<file path="src/rtl/i2s_dac_transmit.sv">
// ---------------------------------------------------------------------------
// i2s_dac_transmit
//
// I2S slave transmitter for the codec DAC. The codec drives BCLK and DACLRCK.
// Both codec clocks are oversampled in the CLK domain, so CLK must run at
// least 4x faster than BCLK. Each L/R pair is snapshotted once per frame,
// at the LRCK fall that starts the left half, so the two channels of a frame
// always belong together.
//
// Parameters
//   DATA_W       bits sent per channel, MSB-justified slice codec_x[31 -: DATA_W] (8..32)
//   SYNC_STAGES  synchroniser depth on AUD_BCLK / AUD_DACLRCK (>= 2)
//
// Ports
//   CLK          system clock
//   RESET_N      active-low reset; asserts asynchronously, releases synchronously
//   codec_left   left sample, used only at the frame snapshot
//   codec_right  right sample, used only at the frame snapshot
//   mute         1 = the snapshot takes zeros instead of the samples
//   AUD_BCLK     codec bit clock (asynchronous to CLK)
//   AUD_DACLRCK  codec word select, 0 = left, 1 = right (asynchronous to CLK)
//   AUD_DACDAT   serial data to the codec, changes after BCLK falls
//   frame_strobe one-CLK pulse when a new L/R pair is snapshotted
//   frame_err    sticky; a channel half ended before DATA_W bits went out
// ---------------------------------------------------------------------------
`timescale 1ns/1ps
module i2s_dac_transmit #(
    parameter int DATA_W      = 24,
    parameter int SYNC_STAGES = 2
) (
    input  logic        CLK,
    input  logic        RESET_N,
    input  logic [31:0] codec_left,
    input  logic [31:0] codec_right,
    input  logic        mute,
    input  logic        AUD_BCLK,
    input  logic        AUD_DACLRCK,
    output logic        AUD_DACDAT,
    output logic        frame_strobe,
    output logic        frame_err
);
    localparam int                CNT_W   = $clog2(DATA_W + 1);
    localparam logic [CNT_W-1:0] CNT_FULL = CNT_W'(DATA_W);
    localparam logic [CNT_W-1:0] CNT_ONE  = CNT_W'(1);

    typedef enum logic [1:0] {
        ST_IDLE  = 2'd0,
        ST_LEFT  = 2'd1,
        ST_RIGHT = 2'd2
    } state_t;

    // Reset: the external reset clears everything at once, but the internal
    // reset is released only on a CLK edge.
    logic [1:0] rst_pipe_reg;
    logic       rst_n_sync;

    always_ff @(posedge CLK or negedge RESET_N) begin
        if (!RESET_N) begin
            rst_pipe_reg <= 2'b00;
        end else begin
            rst_pipe_reg <= {rst_pipe_reg[0], 1'b1};
        end
    end

    assign rst_n_sync = rst_pipe_reg[1];

    // Codec clock synchronisers and BCLK fall detection
    logic [SYNC_STAGES-1:0] bclk_sync_reg;
    logic [SYNC_STAGES-1:0] lrck_sync_reg;
    logic                   bclk_prev_reg;
    logic                   bclk_s;
    logic                   lrck_s;
    logic                   bclk_fall;

    always_ff @(posedge CLK or negedge rst_n_sync) begin
        if (!rst_n_sync) begin
            bclk_sync_reg <= '0;
            lrck_sync_reg <= '0;
            bclk_prev_reg <= 1'b0;
        end else begin
            bclk_sync_reg <= {bclk_sync_reg[SYNC_STAGES-2:0], AUD_BCLK};
            lrck_sync_reg <= {lrck_sync_reg[SYNC_STAGES-2:0], AUD_DACLRCK};
            bclk_prev_reg <= bclk_s;
        end
    end

    assign bclk_s    = bclk_sync_reg[SYNC_STAGES-1];
    assign lrck_s    = lrck_sync_reg[SYNC_STAGES-1];
    assign bclk_fall = bclk_prev_reg & ~bclk_s;

    // Frame snapshot candidates
    logic [DATA_W-1:0] snap_l;
    logic [DATA_W-1:0] snap_r;

    assign snap_l = mute ? '0 : codec_left[31 -: DATA_W];
    assign snap_r = mute ? '0 : codec_right[31 -: DATA_W];

    // The low sample bits below the transmitted slice are intentionally dropped.
    if (DATA_W < 32) begin : g_unused_lsbs
        logic unused_lsbs;
        assign unused_lsbs = ^{codec_left[31-DATA_W:0], codec_right[31-DATA_W:0]};
    end

    // Serialiser FSM
    state_t            state_reg;
    logic              lrck_prev_reg;   // lrck seen at the previous BCLK fall
    logic [DATA_W-1:0] hold_l_reg;
    logic [DATA_W-1:0] hold_r_reg;
    logic [DATA_W-1:0] shreg_reg;
    logic [CNT_W-1:0]  bit_cnt_reg;
    logic              lrck_edge;

    assign lrck_edge = (lrck_s != lrck_prev_reg);

    always_ff @(posedge CLK or negedge rst_n_sync) begin
        if (!rst_n_sync) begin
            state_reg     <= ST_IDLE;
            lrck_prev_reg <= 1'b0;
            hold_l_reg    <= '0;
            hold_r_reg    <= '0;
            shreg_reg     <= '0;
            bit_cnt_reg   <= '0;
            AUD_DACDAT    <= 1'b0;
            frame_strobe  <= 1'b0;
            frame_err     <= 1'b0;
        end else begin
            frame_strobe <= 1'b0;
            if (bclk_fall) begin
                lrck_prev_reg <= lrck_s;
                if (lrck_edge) begin
                    // A word that has not fully gone out when its half ends is abandoned.
                    if (state_reg != ST_IDLE && bit_cnt_reg < CNT_FULL) begin
                        frame_err <= 1'b1;
                    end
                    if (!lrck_s) begin
                        // Left half starts a new frame: snapshot both channels
                        // and load the fresh left value directly.
                        hold_l_reg   <= snap_l;
                        hold_r_reg   <= snap_r;
                        shreg_reg    <= snap_l;
                        bit_cnt_reg  <= '0;
                        state_reg    <= ST_LEFT;
                        frame_strobe <= 1'b1;
                    end else if (state_reg != ST_IDLE) begin
                        shreg_reg   <= hold_r_reg;
                        bit_cnt_reg <= '0;
                        state_reg   <= ST_RIGHT;
                    end
                end else if (state_reg != ST_IDLE) begin
                    // The load happens on the LRCK edge fall, so the MSB goes
                    // out one BCLK later: the I2S one-bit delay.
                    if (bit_cnt_reg < CNT_FULL) begin
                        AUD_DACDAT  <= shreg_reg[DATA_W-1];
                        shreg_reg   <= {shreg_reg[DATA_W-2:0], 1'b0};
                        bit_cnt_reg <= bit_cnt_reg + CNT_ONE;
                    end else begin
                        AUD_DACDAT <= 1'b0;
                    end
                end
            end
        end
    end

endmodule
</file>
<file path="config.mk">
export PLATFORM = sky130hd
export DESIGN_NAME = i2s_dac_transmit
export DESIGN_NICKNAME = d
export VERILOG_FILES = /design/src/rtl/i2s_dac_transmit.sv
export SDC_FILE = /design/constraint.sdc
export NUM_CORES = 1
export LEC_CHECK = 0
export CORE_MARGIN = 2
export CORE_UTILIZATION = 40
export CTS_CLUSTER_DIAMETER = 200
export DETAILED_ROUTE_END_ITERATION = 10
export PLACE_DENSITY = 0.64
export SLEW_MARGIN = 20
export SYNTH_ARGS = -nofsm -noshare
export SYNTH_HDL_FRONTEND = slang
export SYNTH_SLANG_ARGS = --single-unit
</file>
<file path="constraint.sdc">
create_clock -name CLK -period 3 [get_ports CLK]
set_input_delay 0.6 -clock CLK [delete_from_list [all_inputs] [get_ports CLK]]
set_output_delay 0.6 -clock CLK [all_outputs]
set_load 0.01 [all_outputs]
</file>
==> out/metrics.yaml, run 1 <==
grt:
  grt-ovfl-total: 0
  grt_max_degree: 65
  grt_pass1_wl_mm: 11.5
  antenna_found_initial: 0
  grtUsageTotal: 0.179
  grt_pass1_vias: 2270
worst_setup_path:
  critical_path.slowest_cell: "or3b_4"
  worstPathCellList: "buf_4 > or3b_4 > o211ai_4 > buf_4 > nand2_1 > o31ai_1"
  critPathTopFamily: "buffers and inverters"
  startpoint_type: "register"
  r2r_start: "lrck_sync_reg[1]$_DFF_PN0_"
  reg2reg_setup_slack_ns: 0.92
  critPathMaxStageDelay_ns: 0.46
  worstSetupEndpointType: "register"
  crit_buf_inv: 2
  reg2reg_to: "shreg_reg[11]$_DFFE_PN0P_"
  crit_path_frequent_cell: "buf_4"
  cp.depth: 6
  worst-endpoint-arrival_ns: 2.31
  startpoint: "lrck_sync_reg[1]$_DFF_PN0_"
  endpoint: "shreg_reg[11]$_DFFE_PN0P_"
  cp_max_fo: 28
  cp.required_ns: 3.23
  worstRegToRegCells: 6
  worstSetupPathType: "reg2reg"
cts:
  cts_buffers: 9
  htree_levels: 3
  clockRootBuffer: "clkbuf_8"
  clock_path_buffers: 2
  cts_tree: "built"
  cts_hold_buf: 0
  clock_latency_ns: 0.34
  post_cts_buffers: 0
  cts.sinks: 66
  ctsResizeCount: 0
  clk_pin_slew_ns: 0.06
timing:
  finClkSkew_ns: 0.0107
  finalHoldViolCount: 0
  period_share: 0.695
  finalCriticalPeriod_ns: 2.08
  max_freq_mhz: 480
  rsz0062_at_grt: "no"
  tightest_slew_ns: 0.789
  setup-tns-final_ns: 0
  slew_headroom: 0.474
  finalSetupViolations: 0
  holdWs_ns: 0.356
  drv_slew: 0
yosys:
  yosys_warnings: 0
  synth_area_um2: 2970
  synthCells: 304
  ys_seq_area_frac: 0.556
  synth_nets: 375
  ys_types: 28
  async_reset_ff_frac: 1.00
  avgSynthCellArea_um2: 9.78
  ys_ff_latch: 66
  synthFlopType: "dfrtp_1"
  synth_edf_count: 0
final_layout:
  final_area_um2: 3820
  fin_util: 0.529
  finalNetCount: 426
  antennaDiodeCount: 0
  instances_no_fill: 459
  area_delta_synth_final_pct: 28.5
  layout_common_cells: "dfrtp_1, nand2_1, clkdlybuf4s50_1"
  final_common_cell: "dfrtp_1"
  layout-drive-gt1-share: 0.0667
route:
  ant_nets: 0
  drt_iter0_markers: 253
  vias: 2376
  post-route-drc-count: 0
  routed_wl_mm: 6.70
  wl_per_cell_um: 14.6
  viasPerCell: 5.18
  firstDrtPassIters: 4
place:
  dpl-instance-area_um2: 3610
  place_hpwl_mm: 4.58
  place.gp.congestion: 0.772
  dp.cells: 443
  io_buffers: 55
floorplanning:
  rows: 31
  die_width_um: 90.2
  start_util: 0.412
  die_y_um: 90.2
  ios: 72
  coreArea_um2: 7210
  die-area_um2: 8140
hold_path:
  hold_depth: 0
  hp-class: "reg2reg"
outcome:
  status: "finished, final reports clean"
power:
  power_density_nw_per_um2: 731
  p_leak_nw: 1.64
  peakVddDrop_v: 0.000276
run:
  drv_cap: 0
-- worst reg2reg max path, delay by kind of cell (launching register included) --
kind                   cells  cell delay [ns]
and+or+nand+nor            2             0.55
AOI/OAI and AO/OA          2             0.39
buffers and inverters      2             0.68
DFF                        1             0.36
-- worst min path at each step --
stage,start,to
2_1_floorplan,RESET_N,rst_pipe_reg[0]$_DFF_PN0_
3_5_place_dp,lrck_sync_reg[0]$_DFF_PN0_,lrck_sync_reg[1]$_DFF_PN0_
3_3_place_gp,lrck_sync_reg[0]$_DFF_PN0_,lrck_sync_reg[1]$_DFF_PN0_
4_1_cts,lrck_sync_reg[0]$_DFF_PN0_,lrck_sync_reg[1]$_DFF_PN0_
5_1_grt,lrck_sync_reg[0]$_DFF_PN0_,lrck_sync_reg[1]$_DFF_PN0_
6_report,rst_pipe_reg[0]$_DFF_PN0_,rst_pipe_reg[1]$_DFF_PN0_
-- layout make-up --
class | instances | area, µm²
Fill cell | 678 | 3390
Sequential cell | 66 | 1650
Multi-Input combinational cell | 211 | 1200
Timing Repair Buffer | 63 | 611
Clock buffer | 14 | 153
Tap cell | 99 | 124
Clock inverter | 2 | 60.1
Inverter | 4 | 15.0
-- power breakdown --
| group | switching, W | leakage [nW] | total (W) | internal (W) |
|---|---|---|---|---|
| sequential | 0.000187 | 0.832 | 0.00135 | 0.00116 |
| clock | 0.000314 | 0.105 | 0.000807 | 0.000493 |
| combinational | 0.000330 | 0.706 | 0.000637 | 0.000307 |
-- metrics by stage --
stage	power, W	worst slack, ns
floorplan	0.00177	1.03
global placement	0.00198	0.965
detailed placement	0.00200	0.950
CTS	0.00283	0.931
global route	0.00301	0.713
finish	0.00279	0.916
-- Yosys cell counts, types with 3 or more instances --
| cell type | number | area, µm² |
|---|---|---|
| o21ai_0 | 30 | 150 |
| nand2b_1 | 26 | 163 |
| o31ai_1 | 22 | 165 |
| inv_1 | 4 | 15.0 |
| nand2_1 | 59 | 221 |
| nor2_1 | 25 | 93.8 |
| buf_2 | 6 | 30.0 |
| dfrtp_1 | 66 | 1650 |
| a221oi_1 | 22 | 193 |
| a22o_1 | 3 | 26.3 |
| nand3_1 | 7 | 35.0 |
| clkbuf_1 | 15 | 56.3 |
-- cells by family after synthesis --
| family | Yosys count | share of synthesized area |
|---|---|---|
| buf+inv | 27 | 0.0391 |
| fa+ha+maj | 2 | 0.00842 |
| simple gates | 123 | 0.188 |
| other cells | 1 | 0.00126 |
| compound gates | 85 | 0.207 |
| flops | 66 | 0.556 |
-- metal layers --
metal | vias up | routed length, µm | GRT usage
met2 | 60 | 3100 | 0.254
met3 | 9 | 283 | 0.0260
met5 | - | 0 | 0
met1 | 1135 | 3190 | 0.269
li1 | 1172 | - | -
met4 | 0 | 125 | 0.0808
(Power assumes the default switching activity.)
==> run 2, diff against run 1 <==
==> constraint.sdc (replaced) <==
create_clock -name CLK -period 2 [get_ports CLK]
set_input_delay 0.4 -clock CLK [delete_from_list [all_inputs] [get_ports CLK]]
set_output_delay 0.4 -clock CLK [all_outputs]
set_load 0.01 [all_outputs]
==> run 2 against run 1 <==
Sequential share of layout area down 0.16 points. Critical path type unchanged. Cell area up 0.36%. Sequential power up 50%. Combinational power up 51%. Sequential cell count unchanged. Critical endpoint is now bit_cnt_reg[3]$_DFFE_PN0P_. Power up 46%. Clock skew down 0.00067 ns. Global-route usage down 0.67 points. Largest power group unchanged.
==> out/metrics.yaml, run 2 (synthesis results as in run 1) <==
power:
  peakVddDrop_v: 0.000383  # +39%
  p_leak_nw: 1.65  # +0.56%
  power_density_nw_per_um2: 1060  # +45%
worst_setup_path:
  reg2reg_setup_slack_ns: 0.21  # -0.70 ns
  worstRegToRegCells: 6  # unchanged
  worstSetupEndpointType: "register"
  worst-endpoint-arrival_ns: 2.05  # -0.26 ns
  cp.required_ns: 2.26  # -0.97 ns
  cp_max_fo: 11  # -61%
  worstSetupPathType: "reg2reg"
  startpoint_type: "register"
cts:
  post_cts_buffers: 0  # unchanged
  cts.sinks: 66  # unchanged
  clock_latency_ns: 0.33  # about the same
  cts_tree: "built"
  cts_hold_buf: 0  # unchanged
  clock_path_buffers: 2  # unchanged
  clockRootBuffer: "clkbuf_8"
  cts_buffers: 9  # unchanged
  clk_pin_slew_ns: 0.07  # about the same
  htree_levels: 3  # unchanged
  ctsResizeCount: 0  # unchanged
final_layout:
  fillers: 681  # +0.44%
  layout_common_cells: "dfrtp_1, nand2_1, clkdlybuf4s50_1"
  final_area_um2: 3830  # +0.36%
  final_common_cell: "dfrtp_1"
  area_delta_synth_final_pct: 29.0
  finalNetCount: 426  # unchanged
  multi_input_area_um2: 1200  # unchanged
  layout-drive-gt1-share: 0.0694  # +0.00278
  fin_util: 0.531  # +0.00191
  regArea_um2: 1650  # unchanged
  antennaDiodeCount: 0  # unchanged
grt:
  grt_max_degree: 65  # unchanged
  grt_pass1_vias: 2299  # +1.3%
  antenna_found_initial: 0  # unchanged
  grtUsageTotal: 0.172  # -0.00669
  grt-ovfl-total: 0  # unchanged
  grt_pass1_wl_mm: 11.3  # -1.9%
timing:
  period_share: 0.893  # +0.198
  setup-tns-final_ns: 0  # unchanged
  drv_slew: 0  # unchanged
  max_freq_mhz: 560  # +17%
  finalCriticalPeriod_ns: 1.79  # -0.298 ns
  finClkSkew_ns: 0.0101  # -0.000674 ns
  rsz0062_at_grt: "no"
  finalSetupViolations: 0  # unchanged
  holdWs_ns: 0.226  # -0.130 ns
  finalHoldViolCount: 0  # unchanged
floorplanning:
  die-area_um2: 8140  # unchanged
  die_y_um: 90.2  # unchanged
  coreArea_um2: 7210  # unchanged
  start_util: 0.412  # unchanged
  rows: 31  # unchanged
  ios: 72  # unchanged
  die_width_um: 90.2  # unchanged
route:
  vias: 2381  # +0.21%
  post-route-drc-count: 0  # unchanged
  routed_wl_mm: 6.64  # -0.97%
  ant_nets: 0  # unchanged
  firstDrtPassIters: 4  # unchanged
  drt_iter0_markers: 160  # -37%
  viasPerCell: 5.19  # +0.21%
  wl_per_cell_um: 14.5  # -0.97%
hold_path:
  hp-class: "in2async"
run:
  drv_cap: 0  # unchanged
place:
  dpl-instance-area_um2: 3640  # +1.0%
  place.gp.congestion: 0.760  # -1.5%
  io_buffers: 55  # unchanged
  place_hpwl_mm: 4.61  # +0.54%
outcome:
  status: "finished, final reports clean"
-- run 2: where the power goes --
| part | leakage, nW | switching (W) | internal [W] |
|---|---|---|---|
| registers | 0.832 | 0.000278 | 0.00175 |
| logic | 0.723 | 0.000493 | 0.000472 |
| clock network | 0.0974 | 0.000468 | 0.000608 |
| total | 1.65 | 0.00124 | 0.00283 |
-- run 2: path summary, 6_finish.rpt --
path                                             from                          to
min                                           RESET_N   rst_pipe_reg[0]$_DFF_PN0_
max reg2reg                lrck_sync_reg[1]$_DFF_PN0_  bit_cnt_reg[3]$_DFFE_PN0P_
max in group asynchronous   rst_pipe_reg[1]$_DFF_PN0_    shreg_reg[9]$_DFFE_PN0P_
max                        lrck_sync_reg[1]$_DFF_PN0_  bit_cnt_reg[3]$_DFFE_PN0P_
min in group CLK            rst_pipe_reg[0]$_DFF_PN0_   rst_pipe_reg[1]$_DFF_PN0_
min reg2reg                 rst_pipe_reg[1]$_DFF_PN0_  bclk_sync_reg[1]$_DFF_PN0_
-- run 2: critical path, cell delays in order (launching register included) --
cell and delay (ns):
dfrtp_1 0.36, inv_1 0.07, ha_1 0.30, inv_1 0.18
o211ai_4 0.19, or4_1 0.50, nand3_1 0.10
-- run 2: layout make-up --
cell class	instances	area share
clock inverter	3	0.0104
inverter	4	0.00392
timing repair buffer	63	0.169
clock buffer	13	0.0388
tap	99	0.0323
multi-input combinational	211	0.314
sequential	66	0.431
-- run 2: layer usage --
layer	vias to the layer above	track usage	part of all wire
met5	-	0	0
met4	0	0.0654	0.014
met3	8	0.0235	0.050
met2	65	0.249	0.46
li1	1164	-	-
met1	1144	0.262	0.48
-- run 2: stage by stage --
stage / cells / worst slack (ns) / total power (W)
floorplan: 304 / 0.0261 / 0.00265
global placement: 443 / 0.218 / 0.00297
detailed placement: 443 / 0.204 / 0.00302
CTS: 459 / 0.203 / 0.00411
global route: 459 / 0.0881 / 0.00437
finish: 459 / 0.215 / 0.00407
